`src/rtl/riscv_pkg.sv`:
```
// Shared RISC-V pipeline definitions: datapath width, ALU control codes
// and forwarding-mux select codes used by the execute stage.
package riscv_pkg;

  localparam int XLEN    = 32;
  localparam int SHAMT_W = $clog2(XLEN);
  localparam int REG_W   = 5;

  typedef enum logic [2:0] {
    ALU_ADD = 3'b000,
    ALU_SUB = 3'b001,
    ALU_AND = 3'b010,
    ALU_OR  = 3'b011,
    ALU_XOR = 3'b100,
    ALU_SLT = 3'b101,
    ALU_SLL = 3'b110,
    ALU_MUL = 3'b111
  } alu_ctl_e;

  typedef enum logic [1:0] {
    FWD_RF     = 2'b00,
    FWD_W      = 2'b01,
    FWD_M      = 2'b10,
    FWD_RF_ALT = 2'b11
  } fwd_sel_e;

endpackage

```
`src/rtl/execute_cycle_if.sv`:
```
// E-stage input bundle and EX/MEM output bundle of the execute stage.
// master: decode/hazard side driving E-stage values; slave: execute_cycle.
interface execute_cycle_if;
  import riscv_pkg::*;

  logic             RegWriteE;
  logic             MemWriteE;
  logic             ResultSrcE;
  logic             BranchE;
  logic             JumpE;
  logic             ALUSrcE;
  logic [2:0]       ALUControlE;
  logic [1:0]       ForwardAE;
  logic [1:0]       ForwardBE;
  logic [XLEN-1:0]  RD1_E;
  logic [XLEN-1:0]  RD2_E;
  logic [XLEN-1:0]  Imm_Ext_E;
  logic [XLEN-1:0]  PCE;
  logic [XLEN-1:0]  PCPlus4E;
  logic [XLEN-1:0]  ResultW;
  logic [REG_W-1:0] RD_E;

  logic             PCSrcE;
  logic [XLEN-1:0]  PCTargetE;
  logic             BusyE;

  logic             RegWriteM;
  logic             MemWriteM;
  logic             ResultSrcM;
  logic [REG_W-1:0] RD_M;
  logic [XLEN-1:0]  PCPlus4M;
  logic [XLEN-1:0]  WriteDataM;
  logic [XLEN-1:0]  ALU_ResultM;

  modport master (
    output RegWriteE, MemWriteE, ResultSrcE, BranchE, JumpE, ALUSrcE,
    output ALUControlE, ForwardAE, ForwardBE,
    output RD1_E, RD2_E, Imm_Ext_E, PCE, PCPlus4E, ResultW, RD_E,
    input  PCSrcE, PCTargetE, BusyE,
    input  RegWriteM, MemWriteM, ResultSrcM, RD_M,
    input  PCPlus4M, WriteDataM, ALU_ResultM
  );

  modport slave (
    input  RegWriteE, MemWriteE, ResultSrcE, BranchE, JumpE, ALUSrcE,
    input  ALUControlE, ForwardAE, ForwardBE,
    input  RD1_E, RD2_E, Imm_Ext_E, PCE, PCPlus4E, ResultW, RD_E,
    output PCSrcE, PCTargetE, BusyE,
    output RegWriteM, MemWriteM, ResultSrcM, RD_M,
    output PCPlus4M, WriteDataM, ALU_ResultM
  );

endinterface

```
`src/rtl/seq_multiplier.sv`:
```
// Shift-add sequential multiplier, one multiplier bit per cycle.
// IDLE latches operands on start; BUSY runs DATA_W iterations; DONE presents
// the low DATA_W bits of the product for one cycle, then returns to IDLE.
module seq_multiplier
  import riscv_pkg::*;
#(
  parameter int DATA_W = XLEN
) (
  input  logic              clk,
  input  logic              rst,
  input  logic              start,
  input  logic [DATA_W-1:0] a,
  input  logic [DATA_W-1:0] b,
  output logic              busy,
  output logic              done,
  output logic [DATA_W-1:0] product
);

  localparam int CNT_W = $clog2(DATA_W);
  localparam logic [CNT_W-1:0] CNT_LAST = CNT_W'(DATA_W - 1);

  localparam logic [1:0] ST_IDLE = 2'd0;
  localparam logic [1:0] ST_BUSY = 2'd1;
  localparam logic [1:0] ST_DONE = 2'd2;

  logic [1:0]        state;
  logic [CNT_W-1:0]  count;
  logic [DATA_W-1:0] mcand;
  logic [DATA_W-1:0] mplier;
  logic [DATA_W-1:0] acc;

  // Sequencer and shift-add datapath; reset aborts any multiply in flight.
  always_ff @(posedge clk or negedge rst) begin
    if (!rst) begin
      state  <= ST_IDLE;
      count  <= '0;
      mcand  <= '0;
      mplier <= '0;
      acc    <= '0;
    end else begin
      case (state)
        ST_IDLE: begin
          if (start) begin
            mcand  <= a;
            mplier <= b;
            acc    <= '0;
            count  <= '0;
            state  <= ST_BUSY;
          end
        end
        ST_BUSY: begin
          if (mplier[0]) acc <= acc + mcand;
          mcand  <= mcand << 1;
          mplier <= mplier >> 1;
          count  <= count + 1'b1;
          if (count == CNT_LAST) state <= ST_DONE;
        end
        ST_DONE: state <= ST_IDLE;
        default: state <= ST_IDLE;
      endcase
    end
  end

  // Busy covers the launch cycle in IDLE so the stall begins immediately.
  always_comb begin
    busy    = ((state == ST_IDLE) && start) || (state == ST_BUSY);
    done    = (state == ST_DONE);
    product = acc;
  end

endmodule

```
`src/rtl/execute_cycle.sv`:
```
// RISC-V execute stage: operand forwarding, ALU, branch/jump resolution and
// the EX/MEM pipeline register. Optional sequential MUL enabled by the
// EX_MUL_EN macro; without it code 111 produces 0 and BusyE stays low.
module execute_cycle
  import riscv_pkg::*;
(
  input  logic          clk,
  input  logic          rst,
  execute_cycle_if.slave ex
);

  logic [XLEN-1:0]  src_a;
  logic [XLEN-1:0]  fwd_b;
  logic [XLEN-1:0]  src_b;
  logic [XLEN-1:0]  alu_result;
  logic [XLEN-1:0]  mul_result;
  logic             zero;
  logic             busy;
  logic             is_mul;

  logic             reg_write_p1;
  logic             mem_write_p1;
  logic             result_src_p1;
  logic [REG_W-1:0] rd_p1;
  logic [XLEN-1:0]  pc_plus4_p1;
  logic [XLEN-1:0]  write_data_p1;
  logic [XLEN-1:0]  alu_result_p1;

  function automatic logic [XLEN-1:0] alu_op(input logic [2:0]      ctl,
                                             input logic [XLEN-1:0] a,
                                             input logic [XLEN-1:0] b,
                                             input logic [XLEN-1:0] mul);
    logic signed [XLEN-1:0] sa;
    logic signed [XLEN-1:0] sb;
    sa = a;
    sb = b;
    case (ctl)
      ALU_ADD: return a + b;
      ALU_SUB: return a - b;
      ALU_AND: return a & b;
      ALU_OR:  return a | b;
      ALU_XOR: return a ^ b;
      ALU_SLT: return {{(XLEN-1){1'b0}}, (sa < sb)};
      ALU_SLL: return a << b[SHAMT_W-1:0];
      default: return mul;
    endcase
  endfunction

  // Operand forwarding muxes and immediate select.
  always_comb begin
    case (ex.ForwardAE)
      FWD_W:   src_a = ex.ResultW;
      FWD_M:   src_a = alu_result_p1;
      default: src_a = ex.RD1_E;
    endcase
    case (ex.ForwardBE)
      FWD_W:   fwd_b = ex.ResultW;
      FWD_M:   fwd_b = alu_result_p1;
      default: fwd_b = ex.RD2_E;
    endcase
    src_b = ex.ALUSrcE ? ex.Imm_Ext_E : fwd_b;
  end

  assign is_mul = (ex.ALUControlE == ALU_MUL);

`ifdef EX_MUL_EN
  logic            mul_busy;
  logic            mul_done;
  logic [XLEN-1:0] mul_product;

  seq_multiplier #(.DATA_W(XLEN)) u_mul (
    .clk     (clk),
    .rst     (rst),
    .start   (is_mul),
    .a       (src_a),
    .b       (src_b),
    .busy    (mul_busy),
    .done    (mul_done),
    .product (mul_product)
  );

  assign busy       = mul_busy;
  assign mul_result = mul_done ? mul_product : '0;
`else
  assign busy       = 1'b0;
  assign mul_result = '0;
`endif

  // ALU, branch decision and redirect target.
  always_comb begin
    alu_result   = alu_op(ex.ALUControlE, src_a, src_b, mul_result);
    zero         = (alu_result == '0);
    ex.PCTargetE = ex.PCE + ex.Imm_Ext_E;
    ex.PCSrcE    = !is_mul && (ex.JumpE || (ex.BranchE && zero));
    ex.BusyE     = busy;
  end

  // ---- E -> M stage boundary ----
  // EX/MEM register: captures E-stage values, or a bubble while stalled.
  always_ff @(posedge clk or negedge rst) begin
    if (!rst) begin
      reg_write_p1  <= 1'b0;
      mem_write_p1  <= 1'b0;
      result_src_p1 <= 1'b0;
      rd_p1         <= '0;
      pc_plus4_p1   <= '0;
      write_data_p1 <= '0;
      alu_result_p1 <= '0;
    end else if (busy) begin
      reg_write_p1  <= 1'b0;
      mem_write_p1  <= 1'b0;
      result_src_p1 <= 1'b0;
      rd_p1         <= '0;
      pc_plus4_p1   <= '0;
      write_data_p1 <= '0;
      alu_result_p1 <= '0;
    end else begin
      reg_write_p1  <= ex.RegWriteE;
      mem_write_p1  <= ex.MemWriteE;
      result_src_p1 <= ex.ResultSrcE;
      rd_p1         <= ex.RD_E;
      pc_plus4_p1   <= ex.PCPlus4E;
      write_data_p1 <= fwd_b;
      alu_result_p1 <= alu_result;
    end
  end

  assign ex.RegWriteM   = reg_write_p1;
  assign ex.MemWriteM   = mem_write_p1;
  assign ex.ResultSrcM  = result_src_p1;
  assign ex.RD_M        = rd_p1;
  assign ex.PCPlus4M    = pc_plus4_p1;
  assign ex.WriteDataM  = write_data_p1;
  assign ex.ALU_ResultM = alu_result_p1;

endmodule

```
`src/flat_wrapper.sv`:
```
// flat-port wrapper written by rule: the top's interface ports become plain ports
module execute_cycle_flat import riscv_pkg::*;
  (clk, rst, ex_RegWriteE, ex_MemWriteE, ex_ResultSrcE, ex_BranchE, ex_JumpE, ex_ALUSrcE, ex_ALUControlE, ex_ForwardAE, ex_ForwardBE, ex_RD1_E, ex_RD2_E, ex_Imm_Ext_E, ex_PCE, ex_PCPlus4E, ex_ResultW, ex_RD_E, ex_PCSrcE, ex_PCTargetE, ex_BusyE, ex_RegWriteM, ex_MemWriteM, ex_ResultSrcM, ex_RD_M, ex_PCPlus4M, ex_WriteDataM, ex_ALU_ResultM);
  execute_cycle_if ex_i ();
  input  logic clk;
  input  logic rst;
  input wire logic [$bits(ex_i.RegWriteE)-1:0] ex_RegWriteE;
  input wire logic [$bits(ex_i.MemWriteE)-1:0] ex_MemWriteE;
  input wire logic [$bits(ex_i.ResultSrcE)-1:0] ex_ResultSrcE;
  input wire logic [$bits(ex_i.BranchE)-1:0] ex_BranchE;
  input wire logic [$bits(ex_i.JumpE)-1:0] ex_JumpE;
  input wire logic [$bits(ex_i.ALUSrcE)-1:0] ex_ALUSrcE;
  input wire logic [$bits(ex_i.ALUControlE)-1:0] ex_ALUControlE;
  input wire logic [$bits(ex_i.ForwardAE)-1:0] ex_ForwardAE;
  input wire logic [$bits(ex_i.ForwardBE)-1:0] ex_ForwardBE;
  input wire logic [$bits(ex_i.RD1_E)-1:0] ex_RD1_E;
  input wire logic [$bits(ex_i.RD2_E)-1:0] ex_RD2_E;
  input wire logic [$bits(ex_i.Imm_Ext_E)-1:0] ex_Imm_Ext_E;
  input wire logic [$bits(ex_i.PCE)-1:0] ex_PCE;
  input wire logic [$bits(ex_i.PCPlus4E)-1:0] ex_PCPlus4E;
  input wire logic [$bits(ex_i.ResultW)-1:0] ex_ResultW;
  input wire logic [$bits(ex_i.RD_E)-1:0] ex_RD_E;
  output wire logic [$bits(ex_i.PCSrcE)-1:0] ex_PCSrcE;
  output wire logic [$bits(ex_i.PCTargetE)-1:0] ex_PCTargetE;
  output wire logic [$bits(ex_i.BusyE)-1:0] ex_BusyE;
  output wire logic [$bits(ex_i.RegWriteM)-1:0] ex_RegWriteM;
  output wire logic [$bits(ex_i.MemWriteM)-1:0] ex_MemWriteM;
  output wire logic [$bits(ex_i.ResultSrcM)-1:0] ex_ResultSrcM;
  output wire logic [$bits(ex_i.RD_M)-1:0] ex_RD_M;
  output wire logic [$bits(ex_i.PCPlus4M)-1:0] ex_PCPlus4M;
  output wire logic [$bits(ex_i.WriteDataM)-1:0] ex_WriteDataM;
  output wire logic [$bits(ex_i.ALU_ResultM)-1:0] ex_ALU_ResultM;
  assign ex_i.RegWriteE = ex_RegWriteE;
  assign ex_i.MemWriteE = ex_MemWriteE;
  assign ex_i.ResultSrcE = ex_ResultSrcE;
  assign ex_i.BranchE = ex_BranchE;
  assign ex_i.JumpE = ex_JumpE;
  assign ex_i.ALUSrcE = ex_ALUSrcE;
  assign ex_i.ALUControlE = ex_ALUControlE;
  assign ex_i.ForwardAE = ex_ForwardAE;
  assign ex_i.ForwardBE = ex_ForwardBE;
  assign ex_i.RD1_E = ex_RD1_E;
  assign ex_i.RD2_E = ex_RD2_E;
  assign ex_i.Imm_Ext_E = ex_Imm_Ext_E;
  assign ex_i.PCE = ex_PCE;
  assign ex_i.PCPlus4E = ex_PCPlus4E;
  assign ex_i.ResultW = ex_ResultW;
  assign ex_i.RD_E = ex_RD_E;
  assign ex_PCSrcE = ex_i.PCSrcE;
  assign ex_PCTargetE = ex_i.PCTargetE;
  assign ex_BusyE = ex_i.BusyE;
  assign ex_RegWriteM = ex_i.RegWriteM;
  assign ex_MemWriteM = ex_i.MemWriteM;
  assign ex_ResultSrcM = ex_i.ResultSrcM;
  assign ex_RD_M = ex_i.RD_M;
  assign ex_PCPlus4M = ex_i.PCPlus4M;
  assign ex_WriteDataM = ex_i.WriteDataM;
  assign ex_ALU_ResultM = ex_i.ALU_ResultM;
  execute_cycle u_core (.clk(clk), .rst(rst), .ex(ex_i));
endmodule
```
`config.mk`:
```
export PLATFORM = sky130hd
export DESIGN_NAME = execute_cycle_flat
export DESIGN_NICKNAME = d
export VERILOG_FILES = /design/src/rtl/riscv_pkg.sv /design/src/rtl/execute_cycle_if.sv /design/src/rtl/seq_multiplier.sv /design/src/rtl/execute_cycle.sv /design/src/flat_wrapper.sv
export SDC_FILE = /design/constraint.sdc
export NUM_CORES = 1
export LEC_CHECK = 0
export BUFFER_PORTS_ARGS = -buffer_cell sky130_fd_sc_hd__buf_2
export CORE_MARGIN = 2
export CORE_UTILIZATION = 55
export CTS_CLUSTER_DIAMETER = 80
export DETAILED_ROUTE_END_ITERATION = 16
export PLACE_DENSITY = 0.83
export SETUP_SLACK_MARGIN = 0.4
export SYNTH_ARGS = -nofsm -noshare
export SYNTH_HDL_FRONTEND = slang
export SYNTH_SLANG_ARGS = --single-unit
```
`constraint.sdc`:
```
create_clock -name clk -period 20.4 [get_ports clk]
set_clock_uncertainty 0.1 [all_clocks]
set_input_delay 6.12 -clock clk [delete_from_list [all_inputs] [get_ports clk]]
set_output_delay 6.12 -clock clk [all_outputs]
set_load 0.02 [all_outputs]
```
# ---- Word level (Yosys, flattened, before mapping)
# Cells that the tools add are included.
dict set report word_totals {
  reg_bits 104
  inputBits 212
}
dict set report classes {
  n_mux 4
  n_addsub 3
  n_eq_ne 11
  reduce_logical 6
  shifts 1
  magnitude_cmp 1
  n_bitwise 3
}
# op count
set ops {}
lappend ops {{32-bit case mux with 7 select lines} 1}
lappend ops {{32-bit case mux with 2 select lines} 2}
lappend ops {{32-bit adder} 2}
lappend ops {{32-bit AND} 1}
lappend ops {{32-bit logical NOT} 1}
lappend ops {{32-bit < comparator} 1}
lappend ops {{32-bit two-way mux} 1}
lappend ops {{32-bit OR} 1}
lappend ops {{32-bit by 5-bit << shifter with 32-bit output} 1}
lappend ops {{32-bit subtractor} 1}
lappend ops {{32-bit XOR} 1}
lappend ops {{3-bit equality test (second input constant)} 4}
lappend ops {{3-bit by 2-bit equality test with 1-bit output (second input constant)} 2}
lappend ops {{2-bit by 1-bit equality test with 1-bit output (second input constant)} 2}
lappend ops {{2-bit equality test (second input constant)} 2}
lappend ops {{3-bit by 1-bit equality test with 1-bit output (second input constant)} 1}
lappend ops {{3-bit logical NOT} 1}
lappend ops {{1-bit logical AND} 2}
lappend ops {{1-bit logical NOT} 1}
lappend ops {{1-bit logical OR} 1}

# ---- Longest topological paths before layout
# Gate-level depths: netlist of the first run.
dict set report depth {
  word_depth 9
  ltp_mapped 22
  mapped_depth_nobuf 19
}

# ---- Worst setup path before layout of the first run
# No wires, ideal clock.
dict set report synth_timing {
  kind {input-to-output}
  from {input ex_ForwardBE[0]}
  to {output ex_PCSrcE}
  arrival_ns 11.704
  stages 22
  required_time_ns 14.180
  slack_ns 2.476
  cell_sequence {inv_1 -> ha_1 -> or2_1 -> buf_4 -> o221ai_4 -> inv_4 -> buf_4 -> buf_2 -> ha_1 -> inv_1 -> fa_1 -> a211oi_1 -> or3_1 -> a2111oi_1 -> a21oi_2 -> o31ai_1 -> nand3_1 -> mux2i_1 -> or4b_1 -> or4_1 -> or4_1 -> o31ai_2}
}
dict set report synth_between {
  elab_chain_cells 9
  elab_cells_between_ends 16
}
# element line
set synth_rtl {}
lappend synth_rtl {{start, declared} flat_wrapper.sv:15} ;# input wire logic [$bits(ex_i.ForwardBE)-1:0] ex_ForwardBE;
lappend synth_rtl {{2-bit equality test / 2-bit by 1-bit equality test with 1-bit output (equally long branches)} execute_cycle.sv:56} ;# case (ex.ForwardBE)
lappend synth_rtl {{32-bit case mux with 2 select lines *} execute_cycle.sv:56}
lappend synth_rtl {{32-bit two-way mux *} execute_cycle.sv:61} ;# src_b = ex.ALUSrcE ? ex.Imm_Ext_E : fwd_b;
lappend synth_rtl {{32-bit subtractor, or another cell as far along} execute_cycle.sv:39} ;# ALU_SUB: return a - b;
lappend synth_rtl {{32-bit case mux with 7 select lines *} execute_cycle.sv:37} ;# case (ctl)
lappend synth_rtl {{named net u_core.alu_result[26]} execute_cycle.sv:15} ;# logic [XLEN-1:0] alu_result;
lappend synth_rtl {{32-bit logical NOT *} execute_cycle.sv:92} ;# zero = (alu_result == '0);
lappend synth_rtl {{1-bit logical AND *} execute_cycle.sv:94} ;# ex.PCSrcE = !is_mul && (ex.JumpE || (ex.BranchE && zero));
lappend synth_rtl {{1-bit logical OR *} execute_cycle.sv:94}
lappend synth_rtl {{1-bit logical AND *} execute_cycle.sv:94}
lappend synth_rtl {{end, declared} flat_wrapper.sv:23} ;# output wire logic [$bits(ex_i.PCSrcE)-1:0] ex_PCSrcE;
# Mark *: on every way through the listed nets, which the timed path passes. The rest lies on a longest branch.

# ---- Worst setup path after layout of the first run
# Ends and elaborated chain as after synthesis.

==> out/qor.yml, run 1 <==
status: "complete, no violations"
pwr-share-seq: 0.218
initial_utilization: 0.564
drc: 0
syn_area_um2: 13300
fin_crit_sh: 0.954
slew_headroom: 0.127
yosys_warnings: 0
ir_worst_vdd_uv: 41.6
rr_endpoint: "u_core.ex.ALU_ResultM[18]$_DFF_PN0_"
antenna_found_initial: 4
grt_max_degree: 60
cts.htree.levels: 3
synth-main-ff-cell: "dfrtp_1"
ys_top_cells_by_count: "160 x nor2_1, 148 x inv_1, 143 x ha_1"
rr_worst_depth: 15
finalCriticalPeriod_ns: 19.45
port_buffers: 348
initialDrtViolationCount: 2475
route.vias.total: 16400
holdCritPathClass: "flip-flop to flip-flop"
synth.distinct_cells: 98
area_growth_pct: 16.9
fill_cells: 2055
crit_required_ns: 14.18
reg2reg_slack_ns: 14.56
synthArstFlopShare: 1.00
total_power_mw: 1.23
path_class: "primary input to output pin"
cellLeakagePower_nw: 7.59
setup-violations-final: 0
die_w_um: 160
finalNetCount: 2386
cts_root_buf: "clkbuf_16"
yosysMostFrequentCell: "nor2_1"
vias_per_cell: 6.95
slew_viol_final: 0
dpl.hpwl_um: 51800
worstPathMaxFanout: 59
place.gp.congestion: 1.13
grt_setup_unrepaired: "false"
die_h_um: 160
synth.top_cell.area_share: 0.195
drt-pass1-iter-count: 7
grt_overflow: 0
p_switching_mw: 0.653
postCtsSetupBuffers: 0
cts_buffer_depth: 2
num_rows: 56
synthCells: 1742
drive_gt1_frac: 0.224
fmax_mhz: 51.4
cts_tree: "done"
r2r_start: "u_core.ex.ALU_ResultM[0]$_DFF_PN0_"
hold_start: "u_core.ex.ALU_ResultM[26]$_DFF_PN0_"
io_pins: 350
grt_use_total: 0.483
final_util: 0.660
p_int_mw: 0.580
synth-edff-count: 0
core_um2: 23600
critPathCaptureType: "output pin"
powerDensity_nw_per_um2: 79.2
clkTransAtPathRegs_ns: 0.08
pre_cts_slack_ns: 1.33
ys_ff_latch: 104
finalHoldViolCount: 0
syn_avg_cell_area_um2: 7.65
whs_ns: 0.627
worstMarginPinSlew_ns: 1.30
postLayoutSetupSlackWorst_ns: 0.948
syn_nets: 2100
cp-startpoint: "ex_ForwardBE[0]"
grt_pass1_vias: 15200
clock_sinks: 104
cts_made_buffers: 9
ctsResizeCount: 0
setup-tns-final_ns: 0
seqCellArea_um2: 2600
wl_per_cell_um: 27.5
multi_input_area_um2: 9690
seq_area_frac_synth: 0.195
ant_nets: 0
grt_pass1_wl_um: 94300
synthTopCellsByArea: "dfrtp_1 20%, ha_1 13%, o21ai_0 5.3%"
max_cap_violations: 0
synth_top_area_cell: "dfrtp_1"
hold_buffers: 0
routed_wl_um: 64700
min_path_cells: 4
combPwrFrac: 0.632
pwr-share-clk: 0.150
whs_endpoint: "u_core.ex.WriteDataM[26]$_DFF_PN0_"
switching_share: 0.530
cp-start-kind: "primary input"
dieArea_um2: 25500
worstPathArrival_ns: 13.23
clk_latency_ns: 0.37
==> registers in the layout (all words and copies together) (netlist names) <==
signal / flops
u_core.ex.RD_M: 5
u_core.ex.WriteDataM: 32
u_core.ex.RegWriteM: 1
u_core.ex.ResultSrcM: 1
u_core.ex.MemWriteM: 1
u_core.ex.ALU_ResultM: 32
u_core.ex.PCPlus4M: 32
==> cell usage in the layout, fill, tap and decap left out, types with 13 or more instances in the layout <==
| cell type | n |
|---|---|
| a22oi_1 | 52 |
| o21a_1 | 19 |
| a211oi_1 | 31 |
| buf_2 | 347 |
| and2_1 | 14 |
| o211ai_1 | 26 |
| a21oi_1 | 118 |
| a221o_1 | 35 |
| nor2_1 | 157 |
| nand3_1 | 32 |
| buf_4 | 32 |
| dfrtp_1 | 104 |
| mux2i_1 | 59 |
| nand2_1 | 137 |
| o31ai_1 | 13 |
| o22ai_1 | 26 |
| a31oi_1 | 13 |
| nor3_1 | 35 |
| nand2b_1 | 25 |
| or3_1 | 14 |
| inv_1 | 148 |
| mux2_2 | 13 |
| o21ai_0 | 140 |
| xnor2_1 | 27 |
| a21o_1 | 22 |
| ha_1 | 142 |
==> per-layer routing <==
metal | up-vias | routed length (um) | global-route usage
met5 | - | 76 | 0.0189
met4 | 4 | 4300 | 0.250
met3 | 320 | 9280 | 0.152
met2 | 1435 | 27100 | 0.723
met1 | 7624 | 23900 | 0.624
li1 | 6976 | - | -
==> worst max-delay path: stages <==
cell       delay [ns]
buf_2            0.09
inv_1            0.04
ha_2             0.40
buf_4            0.51
a21oi_1          0.17
o21ai_0          0.68
ha_1             0.47
nand2b_1         0.21
or3_1            0.44
a2111oi_1        0.81
a21oi_2          0.31
o31ai_1          0.49
nand3_1          0.17
mux2i_1          0.15
or4b_1           0.56
or4_1            0.52
or4_1            0.59
o31ai_2          0.25
buf_2            0.20
==> how the worst max path moves through the flow <==
stage / endpoint / slack [ns] / cells after the start
2_1_floorplan: ex_PCSrcE / 2.48 / 22
5_1_grt: ex_PCSrcE / 0.63 / 19
3_5_place_dp: ex_PCSrcE / 1.33 / 21
6_report: ex_PCSrcE / 0.95 / 19
4_1_cts: ex_PCSrcE / 1.30 / 18
3_3_place_gp: ex_PCSrcE / 1.47 / 21
==> metrics by stage <==
stage / area [um2] / std cells
2_1_floorplan: 13300 / 1742
3_3_place_gp: 15300 / 2336
3_5_place_dp: 15300 / 2336
4_1_cts: 15600 / 2352
5_1_grt: 15600 / 2355
6_report: 15600 / 2355
==> power by group through the flow <==
| stage | Sequential, mW | Combinational, mW | Clock [mW] |
|---|---|---|---|
| after floorplan | 0.295 | 0.448 | 0 |
| after global placement | 0.270 | 0.730 | 0 |
| after detailed placement | 0.270 | 0.738 | 0 |
| after CTS | 0.266 | 0.743 | 0.183 |
| after global routing | 0.269 | 0.815 | 0.192 |
| final | 0.269 | 0.780 | 0.184 |
==> kinds of logic after synthesis <==
| group | share of synthesized area |
|---|---|
| buf+inv | 0.0782 |
| compound gates | 0.329 |
| fa+ha+maj | 0.139 |
| xor+xnor | 0.0243 |
| mux | 0.0598 |
| simple gates | 0.174 |
| flops | 0.195 |
| other cells | 0.000281 |
==> final cells by class <==
type | count | area share
sequential | 104 | 0.167
antenna | 3 | 0.000482
timing repair buffer | 379 | 0.127
clock buffer | 9 | 0.0145
multi-input combinational | 1382 | 0.622
tap | 319 | 0.0256
clock inverter | 7 | 0.00578
inverter | 152 | 0.0374
No activity file was read; power rests on OpenSTA's default activity.
==> inputs of run 2 (changes only) <==
--- a/constraint.sdc
+++ b/constraint.sdc
@@ -4,2 +4,2 @@
 set_output_delay 6.12 -clock clk [all_outputs]
-set_load 0.02 [all_outputs]
+set_load 0.01 [all_outputs]
==> out/qor.yml, run 2 (synthesis gave the netlist of run 1 again) <==
clk_latency_ns: 0.37
worstMarginPinSlew_ns: 1.40
slowest_delay_ns: 0.71
postCtsSetupBuffers: 0
worstPathArrival_ns: 13.02
ctsResizeCount: 0
cts_tree: "done"
p_switching_mw: 0.619
initialDrtViolationCount: 2790
drc: 0
core_um2: 23600
seqCellArea_um2: 2600
grt_max_degree: 62
cts.htree.levels: 3
combPwrFrac: 0.623
finalHoldViolCount: 0
fin_crit_sh: 0.943
drt-pass1-iter-count: 7
route.vias.total: 16400
antenna_found_initial: 6
pre_cts_slack_ns: 1.40
place.gp.congestion: 1.15
dpl.hpwl_um: 52100
final_cell_mix: "347 x buf_2, 157 x nor2_1, 148 x inv_1"
cts_root_buf: "clkbuf_16"
pwr-share-seq: 0.223
ir_worst_vdd_uv: 41.6
clock_sinks: 104
r2r_start: "u_core.ex.ALU_ResultM[0]$_DFF_PN0_"
max_cap_violations: 0
dieArea_um2: 25500
port_buffers: 348
grt_use_total: 0.485
hold_start: "u_core.ex.ALU_ResultM[22]$_DFF_PN0_"
setup-violations-final: 0
holdCritPathClass: "flip-flop to flip-flop"
grt_setup_unrepaired: "false"
slew_viol_final: 0
cts_made_buffers: 9
num_rows: 56
pwr-share-clk: 0.154
area_growth_pct: 17.0
crit_required_ns: 14.18
path_buf_inv: 5
io_pins: 350
wl_per_cell_um: 27.4
slew_headroom: 0.0416
vias_per_cell: 6.96
critPathCaptureType: "output pin"
worstPathMaxFanout: 52
cp-start-kind: "primary input"
path_class: "primary input to output pin"
setup-tns-final_ns: 0
final_common_cell: "buf_2"
switching_share: 0.516
critical_path.slowest_cell: "o21ai_0"
grt_overflow: 0
routed_wl_um: 64600
crit_family: "simple AND/OR/NAND/NOR gates"
clkTransAtPathRegs_ns: 0.09
multi_input_area_um2: 9690
cellLeakagePower_nw: 7.60
fmax_mhz: 52.0
cts_buffer_depth: 2
hold_buffers: 0
finalNetCount: 2387
fill_cells: 2076
die_h_um: 160
powerDensity_nw_per_um2: 76.9
final_util: 0.660
drive_gt1_frac: 0.224
postLayoutSetupSlackWorst_ns: 1.16
p_int_mw: 0.580
ant_nets: 0
grt_pass1_wl_um: 95100
die_w_um: 160
cp_cell_sequence: "buf_2 > inv_1 > ha_2 > buf_4 > a21oi_1 > o21ai_0 > ha_1 > nand2b_1 > or3_1 > a2111oi_1 > a21oi_2 > buf_4 > o31ai_1 > nand3_1 > mux2i_1 > or4b_1 > or4_1 > or4_1 > o31ai_2 > buf_2"
total_power_mw: 1.20
status: "complete, no violations"
grt_pass1_vias: 15500
finalCriticalPeriod_ns: 19.24
initial_utilization: 0.564
cp-startpoint: "ex_ForwardBE[0]"
-- run 2: layout make-up --
cell class | instances | area share
clock buffer | 9 | 0.0144
antenna | 6 | 0.000963
clock inverter | 7 | 0.00578
timing repair buffer | 380 | 0.127
sequential | 104 | 0.167
multi-input combinational | 1382 | 0.622
tap | 319 | 0.0256
inverter | 152 | 0.0374
-- run 2: path summary, 6_finish.rpt --
kind | end | slack, ns | depth (start not counted)
max | ex_PCSrcE | 1.16 | 20
min | u_core.ex.WriteDataM[22]$_DFF_PN0_ | 0.62 | 4
max reg2reg | u_core.ex.ALU_ResultM[18]$_DFF_PN0_ | 14.65 | 14
min reg2reg | u_core.ex.WriteDataM[22]$_DFF_PN0_ | 0.62 | 4
max in group asynchronous | u_core.ex.PCPlus4M[26]$_DFF_PN0_ | 13.30 | 2
min in group asynchronous | u_core.ex.ALU_ResultM[5]$_DFF_PN0_ | 5.66 | 1
-- run 2: power by group through the flow --
stage               sequential (mW)  combinational [mW]  clock (mW)
floorplan                     0.271               0.438           0
global placement              0.269               0.698           0
detailed placement            0.269               0.707           0
CTS                           0.265               0.711       0.184
global route                  0.268               0.784       0.193
finish                        0.268               0.747       0.184
-- run 2: metrics by stage --
step	instance area (um2)	instances	hold WS, ns
after floorplan	13300	1742	0.556
after global placement	15300	2337	0.575
after detailed placement	15300	2337	0.593
after CTS	15600	2353	0.611
after global routing	15600	2356	0.675
final	15600	2359	0.617
-- run 2: routing by layer --
| layer | track usage | vias to the layer above | wire length [um] |
|---|---|---|---|
| met4 | 0.267 | 2 | 4350 |
| met5 | 0.00758 | - | 21 |
| met1 | 0.619 | 7676 | 24000 |
| met3 | 0.159 | 330 | 8990 |
| li1 | - | 6991 | - |
| met2 | 0.724 | 1414 | 27200 |
-- run 2: worst reg2reg max path, delay by kind of cell (launching register included) --
family,cells,cell delay [ns]
multiplexers,1,0.37
flip-flops,1,0.44
AND/OR/NAND/NOR,1,0.19
buffers and inverters,2,0.53
AO/OA/AOI/OAI,8,3.10
adder cells (fa/ha/maj),2,0.83
